<file path="config.mk">
export PLATFORM = sky130hd
export DESIGN_NAME = lane_collect8
export DESIGN_NICKNAME = d
export VERILOG_FILES = /design/src/rtl/lane_pkg.sv /design/src/rtl/rr_pick8.sv /design/src/rtl/lane_collect8.sv
export SDC_FILE = /design/constraint.sdc
export NUM_CORES = 1
export LEC_CHECK = 0
export CAP_MARGIN = 20
export CORE_MARGIN = 2
export CORE_UTILIZATION = 56
export CTS_CLUSTER_DIAMETER = 50
export DETAILED_ROUTE_END_ITERATION = 10
export HOLD_SLACK_MARGIN = 0.02
export MAX_ROUTING_LAYER = met4
export PLACE_DENSITY = 0.91
export SYNTH_ARGS = -nofsm -noshare
export SYNTH_HDL_FRONTEND = slang
export SYNTH_SLANG_ARGS = --single-unit
</file>
<file path="constraint.sdc">
create_clock -name clk -period 11.1 [get_ports clk]
set_input_delay 1.11 -clock clk [delete_from_list [all_inputs] [get_ports clk]]
set_output_delay 1.11 -clock clk [all_outputs]
set_load 0.03 [all_outputs]
</file>
<file path="src/rtl/lane_pkg.sv">
// Shared constants and types for the 8-lane collector.
package lane_pkg;

  localparam int unsigned LANES = 8;
  localparam int unsigned W     = 2;
  localparam int unsigned SELW  = 3;

  typedef enum logic {
    ST_IDLE = 1'b0,
    ST_LOCK = 1'b1
  } state_t;

  typedef logic [SELW-1:0] lane_idx_t;

  // One output beat: source lane, payload and end-of-packet flag.
  typedef struct packed {
    lane_idx_t       sel;
    logic [W-1:0]    data;
    logic            last;
  } beat_t;

endpackage

</file>
<file path="src/rtl/rr_pick8.sv">
// Rotate-priority picker: first requesting lane at or after ptr, wrapping mod 8.
module rr_pick8
  import lane_pkg::*;
(
  input  logic [LANES-1:0] req,
  input  lane_idx_t        ptr,
  output logic [LANES-1:0] gnt_onehot,
  output lane_idx_t        gnt_idx,
  output logic             any
);

  lane_idx_t idx;

  always_comb begin
    gnt_onehot = '0;
    gnt_idx    = '0;
    any        = 1'b0;
    idx        = '0;
    // 3-bit addition wraps naturally past lane 7.
    for (int unsigned k = 0; k < LANES; k++) begin
      idx = ptr + lane_idx_t'(k);
      if (!any && req[idx]) begin
        any             = 1'b1;
        gnt_idx         = idx;
        gnt_onehot[idx] = 1'b1;
      end
    end
  end

endmodule

</file>
<file path="src/rtl/lane_collect8.sv">
// Merges 8 narrow valid/ready lanes into one tagged stream with round-robin
// arbitration; a lane holds the grant until the last beat of its packet.
module lane_collect8
  import lane_pkg::*;
(
  input  logic               clk,
  input  logic               reset,
  input  logic [LANES-1:0]   in_valid,
  input  logic [LANES-1:0]   in_last,
  input  logic [LANES*W-1:0] in_data,
  output logic [LANES-1:0]   in_ready,
  output logic               out_valid,
  output logic [W-1:0]       out_data,
  output lane_idx_t          out_sel,
  output logic               out_last,
  input  logic               out_ready
);

  state_t           state, state_nxt;
  lane_idx_t        rr_ptr, rr_ptr_nxt;
  lane_idx_t        owner, owner_nxt;
  lane_idx_t        pick_ptr, gnt_idx;
  logic [LANES-1:0] req, gnt_onehot;
  logic             pick_any, load_ok, accept;
  logic [W-1:0]     beat_data;
  beat_t            out_q;

  assign load_ok = !out_valid || out_ready;

  // While locked only the owner may request; picking from owner makes it win.
  always_comb begin
    req      = in_valid;
    pick_ptr = rr_ptr;
    if (state == ST_LOCK) begin
      req      = in_valid & (LANES'(1) << owner);
      pick_ptr = owner;
    end
  end

  rr_pick8 u_pick (
    .req        (req),
    .ptr        (pick_ptr),
    .gnt_onehot (gnt_onehot),
    .gnt_idx    (gnt_idx),
    .any        (pick_any)
  );

  assign accept   = pick_any && load_ok && !reset;
  assign in_ready = accept ? gnt_onehot : '0;

  always_comb begin
    beat_data = '0;
    for (int unsigned i = 0; i < LANES; i++) begin
      if (gnt_idx == lane_idx_t'(i)) beat_data = in_data[i*W +: W];
    end
  end

  always_ff @(posedge clk or posedge reset) begin
    if (reset) begin
      state  <= ST_IDLE;
      rr_ptr <= '0;
      owner  <= '0;
    end else begin
      state  <= state_nxt;
      rr_ptr <= rr_ptr_nxt;
      owner  <= owner_nxt;
    end
  end

  always_comb begin
    state_nxt  = state;
    rr_ptr_nxt = rr_ptr;
    owner_nxt  = owner;
    case (state)
      ST_IDLE: begin
        if (accept) begin
          if (in_last[gnt_idx]) begin
            rr_ptr_nxt = gnt_idx + lane_idx_t'(1);
          end else begin
            owner_nxt = gnt_idx;
            state_nxt = ST_LOCK;
          end
        end
      end
      ST_LOCK: begin
        if (accept && in_last[gnt_idx]) begin
          rr_ptr_nxt = owner + lane_idx_t'(1);
          state_nxt  = ST_IDLE;
        end
      end
      default: state_nxt = ST_IDLE;
    endcase
  end

  // Single output register; a new beat may replace one draining this cycle.
  always_ff @(posedge clk or posedge reset) begin
    if (reset) begin
      out_q     <= '0;
      out_valid <= 1'b0;
    end else if (accept) begin
      out_q.sel  <= gnt_idx;
      out_q.data <= beat_data;
      out_q.last <= in_last[gnt_idx];
      out_valid  <= 1'b1;
    end else if (out_valid && out_ready) begin
      out_valid <= 1'b0;
    end
  end

  assign out_sel  = out_q.sel;
  assign out_data = out_q.data;
  assign out_last = out_q.last;

endmodule

</file>
== Word-level counts from Yosys, hierarchy flattened ==
Cells that the tools add are included.

* Latch bits: 0
* Bits of input ports: 35
* Bits in read-only memories: 0
* Register bits after elaboration: 14
* Memory bits (writable): 0
* Memories: 0

* Add/sub/neg operators: 9
* Multiply operators: 0
* Order comparisons: 17
* Multiplexer cells: 79
* Reduce and logical (&&, ||, !) cells: 33
* Bitwise operators: 10
* Eq/ne operators: 10
* Div/mod/pow operators: 0
* Shifts and indexed selects: 1

{| class="wikitable"
|+ Operator list
! kind !! number
|-
| $mux 8 || 10
|-
| $or 8x8->8 || 7
|-
| $lt 3x4->1 const B || 9
|-
| $mux 3 || 12
|-
| $mux 1 || 30
|-
| $bmux 1 s3 || 9
|-
| $demux 1 s3 || 8
|-
| $ge 3x1->1 const B || 8
|-
| $logic_and 1x1->1 || 19
|-
| $mux 2 || 8
|-
| $add 3x3->3 const B || 4
|-
| $eq 3x3->1 const B || 4
|-
| $add 3x1->3 const B || 3
|-
| $logic_not 1->1 || 9
|-
| $and 8x8->8 || 1
|-
| $shl 1x3->8 const A || 1
|-
| $add 3x2->3 const B || 2
|-
| $eq 3x2->1 const B || 2
|-
| $pmux 3 s2 || 1
|-
| $reduce_and 3->1 || 2
|-
| $ne 2x2->1 const B || 2
|-
| $eq 3x1->1 const B || 1
|-
| $logic_not 3->1 || 1
|-
| $ne 2x1->1 const B || 1
|-
| 4 further kinds || 5
|}

== Logic depth before layout (Yosys ltp) ==
* Word-level depth: 36
* Depth in mapped cells: 21
* Mapped depth without buffers: 17

== By module ==
A second synthesis with hierarchy kept.

* Cells, all modules: 276
* Area, all modules: 2253.4 um^2

{| class="wikitable"
|+ By module, submodules not included
! module !! area each (um^2) !! cells each !! times used
|-
| rr_pick8 || 1213.7 || 152 || 1
|-
| lane_collect8 || 1039.7 || 124 || 1
|}

== Worst setup path after synthesis ==
Ideal clock, no wire load.

* Kind: register -> output
* Start point: reg (tool-made name)
* End point: out in_ready[0]
* Buffers on the path: 3
* Required time: 9990 ps
* Cell stages (with the launch flop): 16
* Arrival time: 4275 ps
* Path slack: 5715 ps
* Cells stage by stage: dfrtp_1 > buf_4 > a21oi_1 > clkbuf_1 > clkinv_1 > ha_1 > clkbuf_1 > xor2_1 > mux2_2 > nor3_1 > o211ai_1 > or3_1 > or2_4 > o21ai_0 > mux2i_1 > a211oi_1

{| class="wikitable"
|+ RTL lines
! item !! RTL line !! source
|-
| end, declared || lane_collect8.sv:11 || <nowiki>output logic [LANES-1:0] in_ready,</nowiki>
|}

==> impl_metrics.csv <==
group,metric,value,unit
yosys,synthArstFlopShare,100,%
sta,finalSetupTns,0,ns
floorplan,die_area,4710,um2
setup_path,path_max_fanout,30,
detailed_routing,drtPass1Iterations,5,
yosys,synth_top_cell_area_share,15.0,%
setup_path,worstSetupPathType,"reg2out",
global_routing,grt_pass1_wl,10.1,mm
floorplan,rows,23,
floorplan,coreArea,4000,um2
yosys,synth_cells,284,
detailed_routing,wl,6.36,mm
sta,slew_headroom,35.1,%
final_layout,final_util,71.6,%
yosys,synth_area_leader_cell,"dfrtp_1",
final_layout,final_cell_mix,"clkdlybuf4s50_1, nor2_1, mux2i_1",
floorplan,die_y,68.6,um
detailed_routing,ant_nets,0,
clock_network,clk_pin_slew,0.06,ns
yosys,synth_edf_count,0,
yosys,yosys_warnings,0,
worst_hold_path,min_path_type,"reg2reg",
final_layout,diodes,0,
yosys,synth_seq_cells,14,
final_layout,drive_gt1_share,12.1,%
worst_hold_path,worstHoldStart,"out_last",
global_routing,grt_usage,29.6,%
sta,tightestPinTransition,0.973,ns
sta,setup_viol,0,
sta,hold_violations,0,
clock_network,post_cts_buffers,0,
clock_network,ctsHoldBuffers,0,
final_layout,final_common_cell,"clkdlybuf4s50_1",
global_routing,antenna_found_initial,0,
yosys,synthFlopType,"dfrtp_1",
floorplan,io_pins,50,
yosys,seq_area_frac_synth,15.0,%
clock_network,cts_max_level,1,
worst_hold_path,min_path_cells,1,
setup_path,r2r_slack,4.86,ns
outcome,status,"completed",
placement,portBuffers,49,
sta,finalMaxSlewViolations,0,
sta,worst_slack,4.03,ns
sta,skew,0.00266,ns
setup_path,reg2reg_depth,15,
clock_network,post_cts_resized,0,
clock_network,cts_buffers,3,
detailed_routing,wl_per_cell,17.1,um
setup_path,cp_slowest_cell,"dfrtp_1",
setup_path,crit_buf_inv,2,
clock_network,clk_path_buf_depth,2,
setup_path,cp.required,9.99,ns
setup_path,cp.arrival,5.96,ns
detailed_routing,vias,2379,
setup_path,cp_top_family,"compound AO/OA/AOI/OAI gates",
detailed_routing,detail_route.drc_violations,0,
job,cap_violations,0,
final_layout,area_growth,22.4,%
sta,finalCritPeriodShare,63.7,%
global_routing,grt-ovfl-total,0,
placement,dp_hpwl,5.02,mm
worst_hold_path,hold_path_end,"out_last",
setup_path,end_kind,"output pin",
global_routing,grt_max_degree,31,
floorplan,initial_core_util,58.5,%
final_layout,fin_nets,364,
detailed_routing,first_iter_violations,367,
clock_network,root_buffer,"clkbuf_8",
global_routing,grt_pass1_vias,2125,
setup_path,cpPeakStageDelay,0.88,ns
yosys,syn_area,2340,um2
clock_network,cts_tree,"built",
setup_path,crit_chain,"nor2b_1 > a21oi_1 > clkinv_1 > ha_1 > xor2_1 > mux2_2 > nor3_1 > o211ai_1 > or3_1 > or2_4 > o21ai_0 > mux2i_1 > a211oi_1 > clkdlybuf4s50_1",
detailed_routing,viasPerCell,6.41,
placement,post-place-ws,4.38,ns
yosys,syn_nets,326,
sta,rsz0062_at_grt,"false",
clock_network,cts.sinks,14,
yosys,synth_area_leaders,"dfrtp_1, mux2i_1, nor2_1, nand2_1, mux4_2",
clock_network,worstSkewPairLatency,0.25,ns
sta,fmax,0.141,GHz
yosys,ys_types,70,
setup_path,r2r-end,"owner[0]",
sta,finalCriticalPeriod,7.07,ns
setup_path,start_kind,"flip-flop",
yosys,synth_area_per_cell,8.24,um2
placement,gp_congestion,0.975,
floorplan,chipWidth,68.6,um
==> worst reg2reg max path, stage by stage, from the launching register on <==
cell	delay (ns)
dfrtp_1	0.88
nor2b_1	0.15
a21oi_1	0.79
clkinv_1	0.51
ha_1	0.45
xor2_1	0.23
mux2_2	0.39
nor3_1	0.14
o211ai_1	0.11
or3_1	0.38
or2_4	0.28
a41oi_4	0.49
mux4_2	0.67
mux2i_4	0.25
nand2_1	0.11
mux2_4	0.30
==> state kept, by name, summed over array words and instances, names as in the netlist, named ones only <==
register   count
out_data       2
out_last       1
out_sel        3
owner          3
out_valid      1
rr_ptr         3
==> synth_stat cells (all sizes together), types with 2 or more instances <==
| cell type | count |
|---|---|
| nor2b | 4 |
| or2 | 4 |
| nor3 | 12 |
| mux2 | 12 |
| nand3 | 2 |
| and4b | 2 |
| xor2 | 2 |
| inv | 10 |
| and3 | 2 |
| buf | 9 |
| a311o | 3 |
| a32oi | 2 |
| a311oi | 3 |
| a31oi | 2 |
| nand2 | 26 |
| nand2b | 6 |
| and2 | 6 |
| mux4 | 4 |
| o22ai | 6 |
| nor2 | 33 |
| ha | 7 |
| clkbuf | 8 |
| o31ai | 3 |
| a222oi | 4 |
| nor4 | 2 |
| nand4 | 2 |
| dfrtp | 14 |
| mux2i | 32 |
| a21oi | 12 |
| a211o | 3 |
| xnor2 | 3 |
| a211oi | 6 |
| o211ai | 3 |
| o21ai | 20 |
==> per-stage QoR <==
| step | cell area (um2) | hold WS, ns | std cells |
|---|---|---|---|
| 2_1_floorplan | 2340 | 0.559 | 284 |
| 3_3_place_gp | 2810 | 0.461 | 367 |
| 3_5_place_dp | 2810 | 0.469 | 367 |
| 4_1_cts | 2860 | 0.483 | 371 |
| 5_1_grt | 2860 | 0.510 | 371 |
| 6_report | 2860 | 0.477 | 371 |
==> metal layers <==
metal  share of wire [%]  vias up  global-route usage [%]
met5                   0        -                       -
met4                 1.5        0                    9.75
met3                 7.1        8                    5.03
met2                  47      108                    46.6
met1                  45     1123                    38.7
li1                    -     1140                       -
==> final cells by class <==
class / instances / area [um2]
multi-input cells: 242 / 1860
well taps: 50 / 62.6
flip-flops and latches: 14 / 350
repair buffers: 50 / 498
clock buffers: 4 / 55.1
fillers: 316 / 1140
inverters: 11 / 41.3
==> worst max-delay path by stage <==
| stage | slack, ns | depth (start not counted) | endpoint | startpoint |
|---|---|---|---|---|
| detailed placement | 4.38 | 14 | in_ready[2] | flip-flop |
| CTS | 4.08 | 14 | in_ready[2] | flip-flop |
| global route | 3.60 | 14 | in_ready[1] | flip-flop |
| finish | 4.03 | 14 | in_ready[2] | flip-flop |
| floorplan | 5.72 | 15 | in_ready[0] | flip-flop |
| global placement | 4.61 | 14 | in_ready[0] | flip-flop |
==> logic make-up after synthesis <==
family,share of synthesized area (%)
AND/OR/NAND/NOR,23.1
AO/OA/AOI/OAI,25.6
multiplexers,24.7
adder cells (fa/ha/maj),3.74
XOR/XNOR,2.19
flip-flops,15.0
buffers and inverters,5.72
Power is not shown: default switching activity piles up to over one toggle a cycle in this logic, so the estimate is an artifact.
